**config.mk**
```make
export PLATFORM = sky130hd
export DESIGN_NAME = heq_lut_gen
export DESIGN_NICKNAME = d
export VERILOG_FILES = /design/src/rtl/heq_pkg.sv /design/src/rtl/heq_div8.sv /design/src/rtl/heq_lut_gen.sv
export SDC_FILE = /design/constraint.sdc
export NUM_CORES = 2
export LEC_CHECK = 0
export CAP_MARGIN = 20
export CORE_MARGIN = 5
export CORE_UTILIZATION = 63
export CTS_CLUSTER_DIAMETER = 80
export CTS_CLUSTER_SIZE = 40
export DETAILED_ROUTE_END_ITERATION = 8
export GPL_ROUTABILITY_DRIVEN = 0
export MAX_ROUTING_LAYER = met4
export PLACE_DENSITY = 0.86
export SETUP_SLACK_MARGIN = 0.05
export SLEW_MARGIN = 10
export SYNTH_ARGS = -nofsm -noshare
export SYNTH_HDL_FRONTEND = slang
export SYNTH_SLANG_ARGS = --single-unit
```
**constraint.sdc**
```tcl
create_clock -name clk -period 62.7 [get_ports clk]
set_input_delay 12.54 -clock clk [delete_from_list [all_inputs] [get_ports clk]]
set_output_delay 12.54 -clock clk [all_outputs]
set_load 0.1 [all_outputs]
```
**src/rtl/heq_pkg.sv**
```systemverilog
// Shared constants and FSM encoding for the
// histogram-equalisation LUT generator.
package heq_pkg;

   localparam int BINS         = 256;
   localparam int CDF_PER_WORD = 4;
   localparam int LUT_PER_WORD = 16;
   localparam int PAIRS        = BINS / (2 * CDF_PER_WORD);
   localparam int NUM_W        = 32;
   localparam int DEN_W        = 24;
   localparam int ADDR_W       = 16;
   localparam int DATA_W       = 128;

   localparam logic [NUM_W-1:0] SCALE = 32'd255;

   typedef enum logic [2:0] {
      S_IDLE,
      S_MIN_RD,
      S_MIN_CHK,
      S_MAP_RD,
      S_MAP_DIV,
      S_MAP_WR,
      S_DONE
   } state_t;

endpackage

```
**src/rtl/heq_div8.sv**
```systemverilog
// Restoring divider: 32-bit numerator over 24-bit denominator,
// 8 quotient bits, saturates to 255; valid 9 cycles after load.
module heq_div8
   import heq_pkg::*;
(
   input  logic             clk,
   input  logic             reset,
   input  logic             load,
   input  logic [NUM_W-1:0] num,
   input  logic [DEN_W-1:0] den,
   output logic [7:0]       q,
   output logic             valid
);

   logic [DEN_W:0]   rem;
   logic [DEN_W:0]   shifted;
   logic [DEN_W-1:0] dreg;
   logic [7:0]       low;
   logic [7:0]       quo;
   logic [3:0]       cnt;
   logic             sat;
   logic             ge;

   // One restoring step: shift in next numerator bit and trial-subtract.
   always_comb begin
      shifted = {rem[DEN_W-1:0], low[7]};
      ge      = shifted >= {1'b0, dreg};
   end

   // Load operands, then run 8 iterations and pulse valid.
   always_ff @(posedge clk or posedge reset) begin
      if (reset) begin
         rem   <= '0;
         dreg  <= '0;
         low   <= '0;
         quo   <= '0;
         cnt   <= '0;
         sat   <= 1'b0;
         valid <= 1'b0;
      end else begin
         valid <= 1'b0;
         if (load) begin
            rem  <= {1'b0, num[NUM_W-1:8]};
            low  <= num[7:0];
            dreg <= den;
            quo  <= '0;
            sat  <= num[NUM_W-1:8] >= den;
            cnt  <= 4'd8;
         end else if (cnt != 4'd0) begin
            if (ge) begin
               rem <= shifted - {1'b0, dreg};
               quo <= {quo[6:0], 1'b1};
            end else begin
               rem <= shifted;
               quo <= {quo[6:0], 1'b0};
            end
            low <= {low[6:0], 1'b0};
            cnt <= cnt - 4'd1;
            if (cnt == 4'd1)
               valid <= 1'b1;
         end
      end
   end

   assign q = sat ? 8'hFF : quo;

endmodule

```
**src/rtl/heq_lut_gen.sv**
```systemverilog
// Histogram-equalisation LUT generator (CDF -> 8-bit LUT).
// Define HEQ_ROUND_EN for round-to-nearest instead of truncation.
module heq_lut_gen
   import heq_pkg::*;
#(
   parameter logic [NUM_W-1:0]  NUM_PIXELS = 32'd8294400,
   parameter logic [ADDR_W-1:0] CDF_BASE   = 16'd64,
   parameter logic [ADDR_W-1:0] LUT_BASE   = 16'd128,
   parameter int                RD_LAT     = 1
) (
   input  logic              clk,
   input  logic              reset,
   input  logic              start,
   input  logic [DATA_W-1:0] scratchmem_input1,
   input  logic [DATA_W-1:0] scratchmem_input2,
   output logic [ADDR_W-1:0] ReadAddress1,
   output logic [ADDR_W-1:0] ReadAddress2,
   output logic              WE,
   output logic [ADDR_W-1:0] WriteAddress,
   output logic [DATA_W-1:0] WriteBus,
   output logic              busy,
   output logic              done,
   output logic [NUM_W-1:0]  cdf_min
);

   localparam logic [3:0] LAT  = 4'(RD_LAT);
   localparam logic [4:0] LAST = 5'(PAIRS - 1);

   state_t           state, state_n;
   logic [4:0]       pidx, pidx_n;
   logic [3:0]       wcnt;
   logic             half;
   logic [3:0]       bidx;
   logic             inflight;
   logic [NUM_W-1:0] cdf_r [2*2*CDF_PER_WORD];
   logic [7:0]       ent [LUT_PER_WORD];
   logic [DEN_W-1:0] den;
   logic             den_zero;

   logic             rd_ready;
   logic             hit;
   logic [NUM_W-1:0] hit_val;
   logic [NUM_W-1:0] den_full;
   logic [NUM_W-1:0] cur, diff, num;
   logic [DATA_W-1:0] lut_word;
   logic             div_load;
   logic             div_valid;
   logic [7:0]       div_q;

   assign rd_ready = (wcnt == LAT);

   // Lowest-numbered non-zero bin of the current 8-bin pair.
   always_comb begin
      hit     = 1'b0;
      hit_val = '0;
      for (int k = 2*CDF_PER_WORD-1; k >= 0; k--) begin
         if (cdf_r[k] != '0) begin
            hit     = 1'b1;
            hit_val = cdf_r[k];
         end
      end
      den_full = NUM_PIXELS - hit_val;
   end

   // Scaled numerator for the bin being mapped; clamps below cdf_min.
   always_comb begin
      cur  = cdf_r[bidx];
      diff = (cur >= cdf_min) ? cur - cdf_min : '0;
      num  = diff * SCALE;
`ifdef HEQ_ROUND_EN
      num  = num + {9'd0, den[DEN_W-1:1]};
`endif
   end

   // Pack 16 entries, bin 16j in the top byte.
   always_comb begin
      lut_word = '0;
      for (int k = 0; k < LUT_PER_WORD; k++)
         lut_word[DATA_W-1-8*k -: 8] = ent[k];
   end

   // Next-state, read-pair index and divider load.
   always_comb begin
      state_n  = state;
      pidx_n   = pidx;
      div_load = 1'b0;
      unique case (state)
         S_IDLE: begin
            if (start) begin
               state_n = S_MIN_RD;
               pidx_n  = '0;
            end
         end
         S_MIN_RD: begin
            if (rd_ready)
               state_n = S_MIN_CHK;
         end
         S_MIN_CHK: begin
            if (hit || pidx == LAST) begin
               state_n = S_MAP_RD;
               pidx_n  = '0;
            end else begin
               state_n = S_MIN_RD;
               pidx_n  = pidx + 5'd1;
            end
         end
         S_MAP_RD: begin
            if (rd_ready) begin
               if (!half)
                  pidx_n = pidx + 5'd1;
               else
                  state_n = S_MAP_DIV;
            end
         end
         S_MAP_DIV: begin
            div_load = !den_zero && !inflight;
            if ((den_zero || div_valid) && bidx == 4'd15)
               state_n = S_MAP_WR;
         end
         S_MAP_WR: begin
            if (pidx == LAST) begin
               state_n = S_DONE;
            end else begin
               state_n = S_MAP_RD;
               pidx_n  = pidx + 5'd1;
            end
         end
         S_DONE:  state_n = S_IDLE;
         default: state_n = S_IDLE;
      endcase
   end

   // FSM state register.
   always_ff @(posedge clk or posedge reset) begin
      if (reset)
         state <= S_IDLE;
      else
         state <= state_n;
   end

   // Datapath: reads, min search, mapping and LUT writes.
   always_ff @(posedge clk or posedge reset) begin
      if (reset) begin
         pidx         <= '0;
         wcnt         <= '0;
         half         <= 1'b0;
         bidx         <= '0;
         inflight     <= 1'b0;
         den          <= '0;
         den_zero     <= 1'b0;
         cdf_min      <= '0;
         ReadAddress1 <= CDF_BASE;
         ReadAddress2 <= CDF_BASE + 16'd1;
         WE           <= 1'b0;
         WriteAddress <= '0;
         WriteBus     <= '0;
         busy         <= 1'b0;
         done         <= 1'b0;
         for (int k = 0; k < 2*2*CDF_PER_WORD; k++)
            cdf_r[k] <= '0;
         for (int k = 0; k < LUT_PER_WORD; k++)
            ent[k] <= '0;
      end else begin
         WE           <= 1'b0;
         done         <= 1'b0;
         pidx         <= pidx_n;
         ReadAddress1 <= CDF_BASE + {10'd0, pidx_n, 1'b0};
         ReadAddress2 <= CDF_BASE + {10'd0, pidx_n, 1'b1};

         if (state_n != state || pidx_n != pidx)
            wcnt <= '0;
         else if (wcnt != LAT)
            wcnt <= wcnt + 4'd1;

         if (state == S_IDLE && start) begin
            busy     <= 1'b1;
            cdf_min  <= '0;
            half     <= 1'b0;
            bidx     <= '0;
            inflight <= 1'b0;
         end

         if (rd_ready && (state == S_MIN_RD ||
             (state == S_MAP_RD && !half))) begin
            for (int k = 0; k < CDF_PER_WORD; k++) begin
               cdf_r[k]   <= scratchmem_input1[DATA_W-1-32*k -: 32];
               cdf_r[k+4] <= scratchmem_input2[DATA_W-1-32*k -: 32];
            end
         end

         if (rd_ready && state == S_MAP_RD && half) begin
            for (int k = 0; k < CDF_PER_WORD; k++) begin
               cdf_r[k+8]  <= scratchmem_input1[DATA_W-1-32*k -: 32];
               cdf_r[k+12] <= scratchmem_input2[DATA_W-1-32*k -: 32];
            end
         end

         if (rd_ready && state == S_MAP_RD)
            half <= !half;

         if (state == S_MIN_CHK && (hit || pidx == LAST)) begin
            cdf_min  <= hit_val;
            den      <= den_full[DEN_W-1:0];
            den_zero <= den_full == '0;
         end

         if (state == S_MAP_DIV) begin
            if (den_zero) begin
               ent[bidx] <= {pidx[4:1], bidx};
               bidx      <= bidx + 4'd1;
            end else if (div_load) begin
               inflight  <= 1'b1;
            end else if (div_valid) begin
               ent[bidx] <= div_q;
               inflight  <= 1'b0;
               bidx      <= bidx + 4'd1;
            end
         end

         if (state == S_MAP_WR) begin
            WE           <= 1'b1;
            WriteAddress <= LUT_BASE + {12'd0, pidx[4:1]};
            WriteBus     <= lut_word;
         end

         if (state == S_DONE) begin
            done <= 1'b1;
            busy <= 1'b0;
         end
      end
   end

   heq_div8 u_div (
      .clk   (clk),
      .reset (reset),
      .load  (div_load),
      .num   (num),
      .den   (den),
      .q     (div_q),
      .valid (div_valid)
   );

endmodule

```
* Word-level counts from Yosys, hierarchy flattened
Cells that the tools add are included.
Word-level totals: register bits after elaboration 948, bits of input ports 259
Operators by class: add/sub/neg operators 10, $mul 1, $lt $le $gt $ge 5, equal/unequal tests 14, multiplexer cells 76, bitwise logic cells 1, reductions and logical operators 34
Operators by type and width (count):
- two-way mux 32 bit | 13
- two-way mux 128 bit | 3
- bitwise mux 128 bit | 2
- nonzero test 32 bit | 8
- binary-select mux 32 bit (select 4 bit) | 1
- two-way mux 24 bit | 3
- two-way mux 8 bit | 6
- two-way mux 4 bit | 9
- demux 8 bit (select 4 bit) | 1
- greater-or-equal comparator 32 bit | 1
- zero test 32 bit | 1
- multiplier 32 x 8 -> 32 bit (second input constant) | 1
- subtractor 23 x 32 -> 32 bit (first input constant) | 1
- subtractor 32 bit | 1
- greater-or-equal comparator 25 x 24 -> 1 bit | 1
- two-way mux 5 bit | 5
- greater-or-equal comparator 24 bit | 1
- two-way mux 1 bit | 24
- subtractor 24 bit | 1
- one-hot mux 5 bit (4 select lines) | 1
- two-way mux 3 bit | 6
- one-hot mux 3 bit (6 select lines) | 1
- adder 7 x 6 -> 8 bit (first input constant) | 2
- nonzero test 2 bit | 6
- other kinds (24) | 42

* Depth between registers and ports, before layout
depth in word-level cells 15, depth in mapped cells 54, mapped depth without buffers 51

* Modules after synthesis
From an unflattened synthesis, not the netlist that was laid out.
Second synthesis, totals: cells, all modules 4652, area, all modules 51121.5 um2
Modules (own cells, without submodules):
- heq_lut_gen | instances 1, cells each 4035, area an instance 45984.1 um2, sequential area each 21295.4 um2
- heq_div8 | instances 1, cells each 617, area an instance 5137.4 um2, sequential area each 1751.7 um2

* Worst setup path after synthesis
Ideal clock, no wire load.
kind register -> output, start point register, netlist name ReadAddress1[5], end point output ReadAddress2[5], arrival 1.425 ns, data required time 50.160 ns, path slack 48.735 ns, stages on the path, launching flop included 2, buffers on the path 1, path through dfrtp_1 > buf_4
RTL lines:
- end, declared | line heq_lut_gen.sv:17 | output logic [ADDR_W-1:0] ReadAddress2,

* Worst setup path after layout
start point register ReadAddress1[5], end point output ReadAddress1[5]
RTL lines:
- start, declared | line heq_lut_gen.sv:16 | output logic [ADDR_W-1:0] ReadAddress1,
- start signal, assigned | line heq_lut_gen.sv:167 | ReadAddress1 <= CDF_BASE + {10'd0, pidx_n, 1'b0};
No word-level cell between the ends.

==> results.ini <==
[global_routing]
grt_usage = 0.344
gr-usage-met2 = 0.532
busiest_layer = met2
grt_max_degree = 182
use_met3 = 0.0801
globalRouteOverflowTotal = 0
gr-usage-met1 = 0.438
antenna_found_initial = 24
grt_pass1_vias = 38500
grt_pass1_wl_mm = 224

[clock_tree]
htreeDepth = 2
cts_inserted_buffers = 39
clock_latency_ns = 0.68
cts_root_buf = clkbuf_16
clkSinkCount = 921
cts_resized = 0
clock_path_buffers = 3
cts_tree = done
cts_setup_buffers = 0
cts_hold_buffers = 0
cts.clk_slew.worst_paths_ns = 0.13

[detailed_routing]
drc = 0
routed_wl_mm = 145
drtIter0Drc = 4196
first_pass_iters = 6
ant_nets = 0
vias = 38000
viasPerCell = 6.36
wl_per_cell_um = 24.3

[placement]
dp.cells = 5873
placed_cell_area_um2 = 55500
place_hpwl_mm = 108
portBuffers = 436

[layout]
final_cells = 5972
fillCellCount = 5386
layout.area.seq_um2 = 23100
design_area_um2 = 57000
areaGrowthSynthToFinish_pct = 13.2
multi_input_area_um2 = 25100
fin_nets = 5386
drive_gt1_frac = 0.172

[worst_setup_path]
cp_num_cells = 1
r2r_cells = 50
critical-path-top-delay-family = buffers and inverters
reg2reg_slack_ns = 49.79
critPathKind = flip-flop to primary output
startpoint = ReadAddress1[5]$_DFF_PP0_
worstPathRequired_ns = 50.16
cp_num_buf_inv = 1
crit_path_end = ReadAddress1[5]
cp_slowest_cell = clkdlybuf4s50_1
reg2reg_from = bidx[0]$_DFF_PP0_
path_cells = clkdlybuf4s50_1
r2r_end = u_div.sat$_DFFE_PP0P_
crit_arrival_ns = 2.49
cp-end-kind = primary output
slowest_delay_ns = 1.22
worstSetupStartpointType = flip-flop
crit_fanout = 8

[die]
die-height_um = 293
rows = 103
core-area_um2 = 79100
die_x_um = 293
ios = 470
initial_utilization = 0.637
dieArea_um2 = 85700

[outcome]
outcome = complete, no violations

[sta]
fin_crit_sh = 0.240
fin_skew_ns = 0.0990
period_needed_ns = 15.03
relSlewSlack = 0.180
worstMarginPinSlew_ns = 1.23
setup_viol = 0
finalSetupTns_ns = 0
hold_violations = 0
finalMaxSlewViolations = 0
rsz0062_at_grt = false
fmax_mhz = 66.6

[yosys]
synthTopCellsByCount = dfrtp_1, nand2_1, mux2_2
synth_top_cell_by_area = dfrtp_1
netlist_instances = 4581
ys_async_sr_fraction = 1.00
postSynthAreaPerCell_um2 = 11.0
ys_warn_count = 0
ys.flop_type = dfrtp_1
synth_most_common_cell = dfrtp_1
synth.distinct_cells = 90
synthTopCellsByArea = dfrtp_1, mux2_2, mux4_2
synth_edf_count = 0
ys_ff_latch = 921
synth_top_area_frac = 0.457
ys_seq_area_frac = 0.457
syn_area_um2 = 50400

[power]
p_leak_nw = 25.3
ir_worst_vdd_v = 0.0000599
p_total_mw = 2.27
powerDensity_nw_per_um2 = 39.9

[flow_run]
maxCapViolCount = 0

[min_path]
min_path_type = flip-flop to flip-flop

-- tightest hold or removal path, stage by stage, from the launching register on --
cell and delay, ns:
dfrtp_1 0.36, nand2_1 0.05, nand2_1 0.05
-- kinds of logic (layout without fill, tap and decap cells) --
family                     Yosys count  count (layout)  share of synthesized area
adders and majority gates          264             264                     0.0842
xor gates and xnor gates           111             111                     0.0196
AOI/OAI and AO/OA                  769             769                     0.0930
DFF                                921             921                      0.457
buffers and inverters              591             874                     0.0475
and+or+nand+nor                   1245            1245                      0.111
other                                2              60                   0.000149
muxes                              678             678                      0.187
-- worst min path at each step --
stage | startpoint | end | slack [ns] | cells past startpoint
6_report | ent[9]$_DFFE_PP0P_ | WriteBus[9]$_DFFE_PP0P_ | 0.45 | 2
2_1_floorplan | ent[0]$_DFFE_PP0P_ | WriteBus[0]$_DFFE_PP0P_ | 0.44 | 2
3_5_place_dp | WriteAddress[7]$_DFFE_PP0P_ | WriteAddress[7]$_DFFE_PP0P_ | 0.45 | 1
4_1_cts | ent[17]$_DFFE_PP0P_ | WriteBus[17]$_DFFE_PP0P_ | 0.46 | 2
5_1_grt | ent[17]$_DFFE_PP0P_ | WriteBus[17]$_DFFE_PP0P_ | 0.48 | 2
3_3_place_gp | ent[9]$_DFFE_PP0P_ | WriteBus[9]$_DFFE_PP0P_ | 0.45 | 2
-- power breakdown --
part | leakage (nW) | internal (mW) | total [mW] | switching [mW]
sequential | 11.5 | 0.613 | 0.632 | 0.0188
combinational | 13.1 | 0.562 | 1.29 | 0.728
clock | 0.709 | 0.135 | 0.351 | 0.216
-- layout by cell type, fill, tap and decap left out, types with 10 or more instances in the layout --
| cell | instances |
|---|---|
| fa_1 | 126 |
| inv_1 | 325 |
| mux2_2 | 513 |
| nor3_1 | 36 |
| dfrtp_1 | 917 |
| o31ai_1 | 12 |
| a211oi_1 | 25 |
| o21bai_1 | 43 |
| mux4_2 | 160 |
| buf_4 | 34 |
| xnor2_1 | 68 |
| a21oi_1 | 154 |
| diode_2 | 27 |
| nand2b_1 | 16 |
| a31oi_1 | 37 |
| nor4_1 | 66 |
| or3_1 | 24 |
| nor2_1 | 132 |
| xor2_1 | 42 |
| nand3_1 | 80 |
| or2_2 | 10 |
| nand4_1 | 28 |
| and3_1 | 23 |
| a21o_1 | 58 |
| ha_1 | 135 |
| nand2_1 | 746 |
| o21ai_0 | 312 |
| clkdlybuf4s50_1 | 436 |
| clkbuf_16 | 40 |
| conb_1 | 33 |
| and2_1 | 22 |
| o211ai_1 | 24 |
| nor2b_1 | 16 |
-- flip-flops by register name, summed over array words and instances, names as in the netlist, 5 cells and up --
signal        flops
den              24
u_div.low         8
ent             128
ReadAddress1      5
cdf_min          32
cdf_r           512
WriteBus        128
u_div.rem        24
u_div.dreg       24
u_div.quo         8
WriteAddress      5
-- area by class of cell --
type                    count  share of cell area
flip-flops and latches    921               0.404
diodes                     27             0.00118
inverters                 327              0.0217
clock inverters            27             0.00794
well taps                1050              0.0230
repair buffers            477              0.0829
clock buffers              43              0.0181
multi-input cells        3100               0.441
-- metrics by stage --
step | setup slack (ns) | util | hold slack, ns
detailed placement | 47.13 | 0.701 | 0.451
global route | 47.45 | 0.720 | 0.485
CTS | 47.68 | 0.720 | 0.457
global placement | 47.14 | 0.701 | 0.449
finish | 47.67 | 0.721 | 0.448
floorplan | 24.26 | - | 0.439
-- layer usage --
metal,routed length (um),part of all wire
met3,14800,0.10
met1,53700,0.37
met5,0,0
met4,8750,0.060
met2,68000,0.47
Power figures use the tool's default switching activity.
